===== src/rtl/accel_pkg.sv =====
// Shared accelerator definitions: loader state encoding and buffer
// footprint arithmetic, reused by the ifmap loader and ofmap writeback.
package accel_pkg;

    typedef enum logic [2:0] {
        S_IDLE  = 3'd0,
        S_LOAD  = 3'd1,
        S_START = 3'd2,
        S_WAIT  = 3'd3,
        S_DONE  = 3'd4
    } state_e;

    // Words occupied by a width x width input feature map.
    function automatic logic [31:0] ifmap_words(input logic [15:0] width);
        return {16'd0, width} * {16'd0, width};
    endfunction

    // Words occupied by the (width-2) x (width-2) output map of a 3x3 kernel.
    // Underflows for width < 2, but such widths are rejected before use.
    function automatic logic [31:0] ofmap_words(input logic [15:0] width);
        logic [15:0] side;
        side = width - 16'd2;
        return {16'd0, side} * {16'd0, side};
    endfunction

    // True when both maps fit in a buffer of `depth` words and the map is
    // at least one kernel wide. The sum is carried in 33 bits so that very
    // large widths cannot wrap around into an apparently small footprint.
    function automatic logic footprint_ok(input logic [15:0] width,
                                          input logic [31:0] depth);
        logic [32:0] total;
        total = {1'b0, ifmap_words(width)} + {1'b0, ofmap_words(width)};
        if (width < 16'd3) begin
            return 1'b0;
        end else begin
            return (total <= {1'b0, depth});
        end
    endfunction

endpackage


===== src/rtl/ifmap_loader.sv =====
// Input feature map loader: accepts a square ifmap over a valid/ready
// stream, writes it to the local buffer from address 0, then kicks the
// router and waits for its completion flag.
module ifmap_loader
    import accel_pkg::*;
#(
    parameter int dataSize    = 8,
    parameter int numRegister = 256
) (
    input  logic                           clk,
    input  logic                           nrst,
    input  logic [dataSize-1:0]            s_data_i,
    input  logic                           s_valid_i,
    output logic                           s_ready_o,
    input  logic [15:0]                    cfg_ifmap_width,
    input  logic                           cfg_start_i,
    output logic [dataSize-1:0]            wr_data_o,
    output logic [$clog2(numRegister)-1:0] wr_addr_o,
    output logic                           wr_en_o,
    output logic                           ctrl_start_o,
    input  logic                           flag_done_i,
    output logic                           busy_o,
    output logic                           done_o,
    output logic                           err_o
);

    localparam int          nAddress = $clog2(numRegister);
    localparam logic [31:0] DEPTH    = 32'(numRegister);

    // FSM state and registered status outputs
    state_e                state_q, state_d;
    logic                  s_ready_q, s_ready_d;
    logic                  ctrl_start_q, ctrl_start_d;
    logic                  busy_q, busy_d;
    logic                  done_q, done_d;
    logic                  err_q, err_d;

    // Datapath registers
    logic [nAddress-1:0]   counter_q, counter_d;
    logic [15:0]           width_q, width_d;
    logic                  wr_en_q, wr_en_d;
    logic [nAddress-1:0]   wr_addr_q, wr_addr_d;
    logic [dataSize-1:0]   wr_data_q, wr_data_d;

    // Decoded control
    logic                  cfg_ok_s;
    logic                  cfg_accept_s;
    logic                  cfg_reject_s;
    logic                  xfer_s;
    logic [31:0]           ifmap_words_s;
    logic [nAddress-1:0]   last_idx_s;
    logic                  last_pix_s;

    // Handshake, configuration decode and last-pixel detection
    always_comb begin
        cfg_ok_s      = footprint_ok(cfg_ifmap_width, DEPTH);
        cfg_accept_s  = (state_q == S_IDLE) && cfg_start_i && cfg_ok_s;
        cfg_reject_s  = (state_q == S_IDLE) && cfg_start_i && !cfg_ok_s;
        xfer_s        = s_valid_i && s_ready_q;
        ifmap_words_s = ifmap_words(width_q);
        // Truncation is safe: an accepted width always fits the buffer.
        last_idx_s    = nAddress'(ifmap_words_s - 32'd1);
        last_pix_s    = xfer_s && (counter_q == last_idx_s);
    end

    // Next-state logic and next values of the registered status outputs
    always_comb begin
        state_d = state_q;
        case (state_q)
            S_IDLE: begin
                if (cfg_accept_s) begin
                    state_d = S_LOAD;
                end else begin
                    state_d = S_IDLE;
                end
            end
            S_LOAD: begin
                if (last_pix_s) begin
                    state_d = S_START;
                end else begin
                    state_d = S_LOAD;
                end
            end
            S_START: begin
                state_d = S_WAIT;
            end
            S_WAIT: begin
                if (flag_done_i) begin
                    state_d = S_DONE;
                end else begin
                    state_d = S_WAIT;
                end
            end
            S_DONE: begin
                state_d = S_IDLE;
            end
            default: begin
                state_d = S_IDLE;
            end
        endcase
        s_ready_d    = (state_d == S_LOAD);
        ctrl_start_d = (state_d == S_START);
        busy_d       = (state_d != S_IDLE);
        done_d       = (state_d == S_DONE);
        err_d        = cfg_reject_s;
    end

    // FSM register with synchronous active-low reset
    always_ff @(posedge clk) begin
        if (!nrst) begin
            state_q      <= S_IDLE;
            s_ready_q    <= 1'b0;
            ctrl_start_q <= 1'b0;
            busy_q       <= 1'b0;
            done_q       <= 1'b0;
            err_q        <= 1'b0;
        end else begin
            state_q      <= state_d;
            s_ready_q    <= s_ready_d;
            ctrl_start_q <= ctrl_start_d;
            busy_q       <= busy_d;
            done_q       <= done_d;
            err_q        <= err_d;
        end
    end

    // Pixel counter, latched width and buffer write port next values
    always_comb begin
        counter_d = counter_q;
        width_d   = width_q;
        if (cfg_accept_s) begin
            counter_d = '0;
            width_d   = cfg_ifmap_width;
        end else if (xfer_s) begin
            counter_d = counter_q + nAddress'(1);
        end else begin
            counter_d = counter_q;
        end
        wr_en_d = xfer_s;
        if (xfer_s) begin
            wr_addr_d = counter_q;
            wr_data_d = s_data_i;
        end else begin
            wr_addr_d = wr_addr_q;
            wr_data_d = wr_data_q;
        end
    end

    // Datapath register with synchronous active-low reset
    always_ff @(posedge clk) begin
        if (!nrst) begin
            counter_q <= '0;
            width_q   <= 16'd0;
            wr_en_q   <= 1'b0;
            wr_addr_q <= '0;
            wr_data_q <= '0;
        end else begin
            counter_q <= counter_d;
            width_q   <= width_d;
            wr_en_q   <= wr_en_d;
            wr_addr_q <= wr_addr_d;
            wr_data_q <= wr_data_d;
        end
    end

    assign s_ready_o    = s_ready_q;
    assign ctrl_start_o = ctrl_start_q;
    assign busy_o       = busy_q;
    assign done_o       = done_q;
    assign err_o        = err_q;
    assign wr_en_o      = wr_en_q;
    assign wr_addr_o    = wr_addr_q;
    assign wr_data_o    = wr_data_q;

endmodule


===== config.mk =====
export PLATFORM = sky130hd
export DESIGN_NAME = ifmap_loader
export DESIGN_NICKNAME = d
export VERILOG_FILES = /design/src/rtl/accel_pkg.sv /design/src/rtl/ifmap_loader.sv
export SDC_FILE = /design/constraint.sdc
export NUM_CORES = 1
export LEC_CHECK = 0
export BUFFER_PORTS_ARGS = -buffer_cell sky130_fd_sc_hd__buf_2
export CORE_MARGIN = 1.5
export CORE_UTILIZATION = 67
export CTS_CLUSTER_DIAMETER = 50
export DETAILED_ROUTE_END_ITERATION = 10
export GPL_ROUTABILITY_DRIVEN = 0
export PLACE_DENSITY = 0.91
export SYNTH_ARGS = -nofsm -noshare
export SYNTH_HDL_FRONTEND = slang
export SYNTH_SLANG_ARGS = --single-unit

===== constraint.sdc =====
create_clock -name clk -period 14 [get_ports clk]
set_input_delay 0 -clock clk [delete_from_list [all_inputs] [get_ports clk]]
set_output_delay 0 -clock clk [all_outputs]
set_load 0.01 [all_outputs]

==> impl_metrics.env <==
export IMPL_path_buf_inv=6
export IMPL_async_flop_share_pct=0
export IMPL_cts_tree="built"
export IMPL_drv_slew=0
export IMPL_synth_cell_type_count=69
export IMPL_via_count=13302
export IMPL_cts_buffers=5
export IMPL_ctsResizeCount=0
export IMPL_reg2reg_from="width_q[0]"
export IMPL_period_minus_slack_ns=10.80
export IMPL_antenna_cells=0
export IMPL_io_buffers=50
export IMPL_hp_class="in -> reg"
export IMPL_core_area_um2=25400
export IMPL_postSynthAreaPerCell_um2=9.05
export IMPL_grt_max_degree=38
export IMPL_ys_seq_area_share_pct=4.58
export IMPL_crit_path_start="cfg_ifmap_width[1]"
export IMPL_finClkSkew_ns=0.00750
export IMPL_startpoint_type="input port"
export IMPL_dieWidth_um=164
export IMPL_io_pins=51
export IMPL_cp_required_ns=14.12
export IMPL_wl_mm=43.0
export IMPL_hp_start="flag_done_i"
export IMPL_gr_total_overflow=0
export IMPL_crit_family="adder cells"
export IMPL_status="finished clean"
export IMPL_wl_per_cell_um=19.0
export IMPL_tns_ns=0
export IMPL_drtIter0Drc=1023
export IMPL_clkSinkCount=40
export IMPL_ys_warn_count=0
export IMPL_fp_dieArea_um2=27000
export IMPL_min_period_over_period_pct=77.2
export IMPL_rsz0062_at_grt="false"
export IMPL_cts_root_buf="clkbuf_16"
export IMPL_hpwl_mm=36.4
export IMPL_crit_top_cell="fa_1"
export IMPL_grt_pass1_vias=15067
export IMPL_path_max_fanout=22
export IMPL_drive_gt1_share_pct=4.80
export IMPL_grt_total_usage_pct=34.6
export IMPL_grt_pass1_wl_mm=72.2
export IMPL_post_cts_buffers=0
export IMPL_ys_ff_latch=40
export IMPL_end_kind="flop"
export IMPL_synth_edff_count=0
export IMPL_syn_to_final_growth_pct=4.00
export IMPL_setup_violations=0
export IMPL_dr_pass1_iters=6
export IMPL_viasPerCell=5.87
export IMPL_grt_antenna_before_repair=0
export IMPL_synth_top_flop_cell="dfxtp_1"
export IMPL_cts_hold_buf=9
export IMPL_start_util_pct=68.8
export IMPL_clk_latency_ns=0.29
export IMPL_clkSlewWorstSetupHoldPaths_ns=0.06
export IMPL_num_rows=58
export IMPL_max_stage_delay_ns=0.75
export IMPL_fmax_mhz=92.6
export IMPL_cap_violations=0
export IMPL_h_tree_depth=2
export IMPL_syn_nets=2558
export IMPL_drtAntennaViolNets=0
export IMPL_maxSlewHeadroom_pct=24.2
export IMPL_netlist_instances=1929
export IMPL_die_h_um=164
export IMPL_drc_errors=0
export IMPL_fin_nets=2565
export IMPL_hold_viol_final=0
export IMPL_slowest_stage="nor4b_4"
export IMPL_clock_path_buffers=2
export IMPL_path_class="in -> reg"
export IMPL_synth_area_um2=17500
export IMPL_arrival_ns=10.92
export IMPL_worst_slew_pin_slew_ns=1.13
-- logic make-up (layout without fill, tap and decap cells) --
kind of cell	count (synthesis)	in the layout	synth area share, %
AO/OA/AOI/OAI	179	179	6.59
AND/OR/NAND/NOR	460	460	12.7
flip-flops	40	40	4.58
buffers and inverters	589	597	12.8
XOR/XNOR	57	57	2.90
multiplexers	4	4	0.236
adder cells (fa/ha/maj)	600	600	60.2
-- per-layer routing --
metal  up-vias  wire length [um]  global-route usage (%)
li1       5799                 -                       -
met1      6559             15400                    41.4
met2       723             21100                    59.2
met3       221              3840                    7.16
met4         0              2650                    17.9
met5         -                 0                       0
-- per-stage QoR --
stage / hold WS (ns) / cell area, um^2 / instances / setup WS (ns) / utilization [%]
after global placement: 0.240 / 17900 / 2250 / 3.38 / 70.6
final: 0.0460 / 18200 / 2267 / 3.20 / 71.5
after detailed placement: 0.247 / 17900 / 2250 / 3.03 / 70.6
after global routing: 0.0439 / 18200 / 2267 / 2.67 / 71.5
after CTS: 0.0330 / 18200 / 2267 / 3.30 / 71.5
after floorplan: 0.136 / 17500 / 1929 / 4.34 / -
-- flip-flops by register name (all words and copies together) (netlist names) --
name          count
width_q           7
wr_data_o         8
wr_en_o           1
ctrl_start_o      1
wr_addr_o         8
counter_q         8
state_q           3
done_o            1
s_ready_o         1
busy_o            1
err_o             1
-- placed cells by master (no fill, tap or decap), drive strengths merged, types with 4 or more instances in the layout --
cell type	count
o21a	6
nand2	179
nand4	17
a21bo	6
dlygate4sd3	9
o211ai	7
nor4	8
dfxtp	40
nand2b	4
a21oi	76
o21bai	6
a21o	16
nor4b	4
and2	85
a31oi	5
inv	516
clkinv	6
nor2	91
nor2b	8
buf	61
or3	5
xor2	16
ha	199
and3	8
nand3	16
nor3	22
fa	401
clkbuf	5
or2	4
a211oi	5
xnor2	41
o21ai	23
-- cells in the mapped netlist (21+ instances only) --
cell type  count  area [um^2]
a21oi_1       75          375
and2_1        85          532
clkbuf_1      63          236
dfxtp_1       40          801
fa_1         401         8030
ha_1         199         2490
inv_1        515         1930
nand2_1      179          672
nor2_1        90          338
nor3_1        22          110
o21ai_0       21          105
xnor2_1       40          350
-- tightest hold or removal path, stage by stage --
cell and delay [ns]:
buf_2 0.11, nand2_1 0.11, nor4b_1 0.06
-- path summary, 6_finish.rpt --
kind / end / slack [ns] / cells after the start
setup / recovery: counter_q[1] / 3.20 / 31
hold / removal: done_o / 0.05 / 3
setup reg to reg: ctrl_start_o / 9.03 / 16
hold reg to reg: wr_addr_o[2] / 0.45 / 2
-- area by class of cell --
| type | instances | area, um^2 |
|---|---|---|
| Clock buffer | 5 | 125 |
| Clock inverter | 3 | 18.8 |
| Multi-Input combinational cell | 1300 | 14400 |
| Tap cell | 330 | 413 |
| Timing Repair Buffer | 70 | 423 |
| Sequential cell | 40 | 801 |
| Fill cell | 1752 | 7230 |
| Inverter | 519 | 1950 |
Power is not shown: default switching activity piles up to over one toggle a cycle in this logic, so the estimate is an artifact.
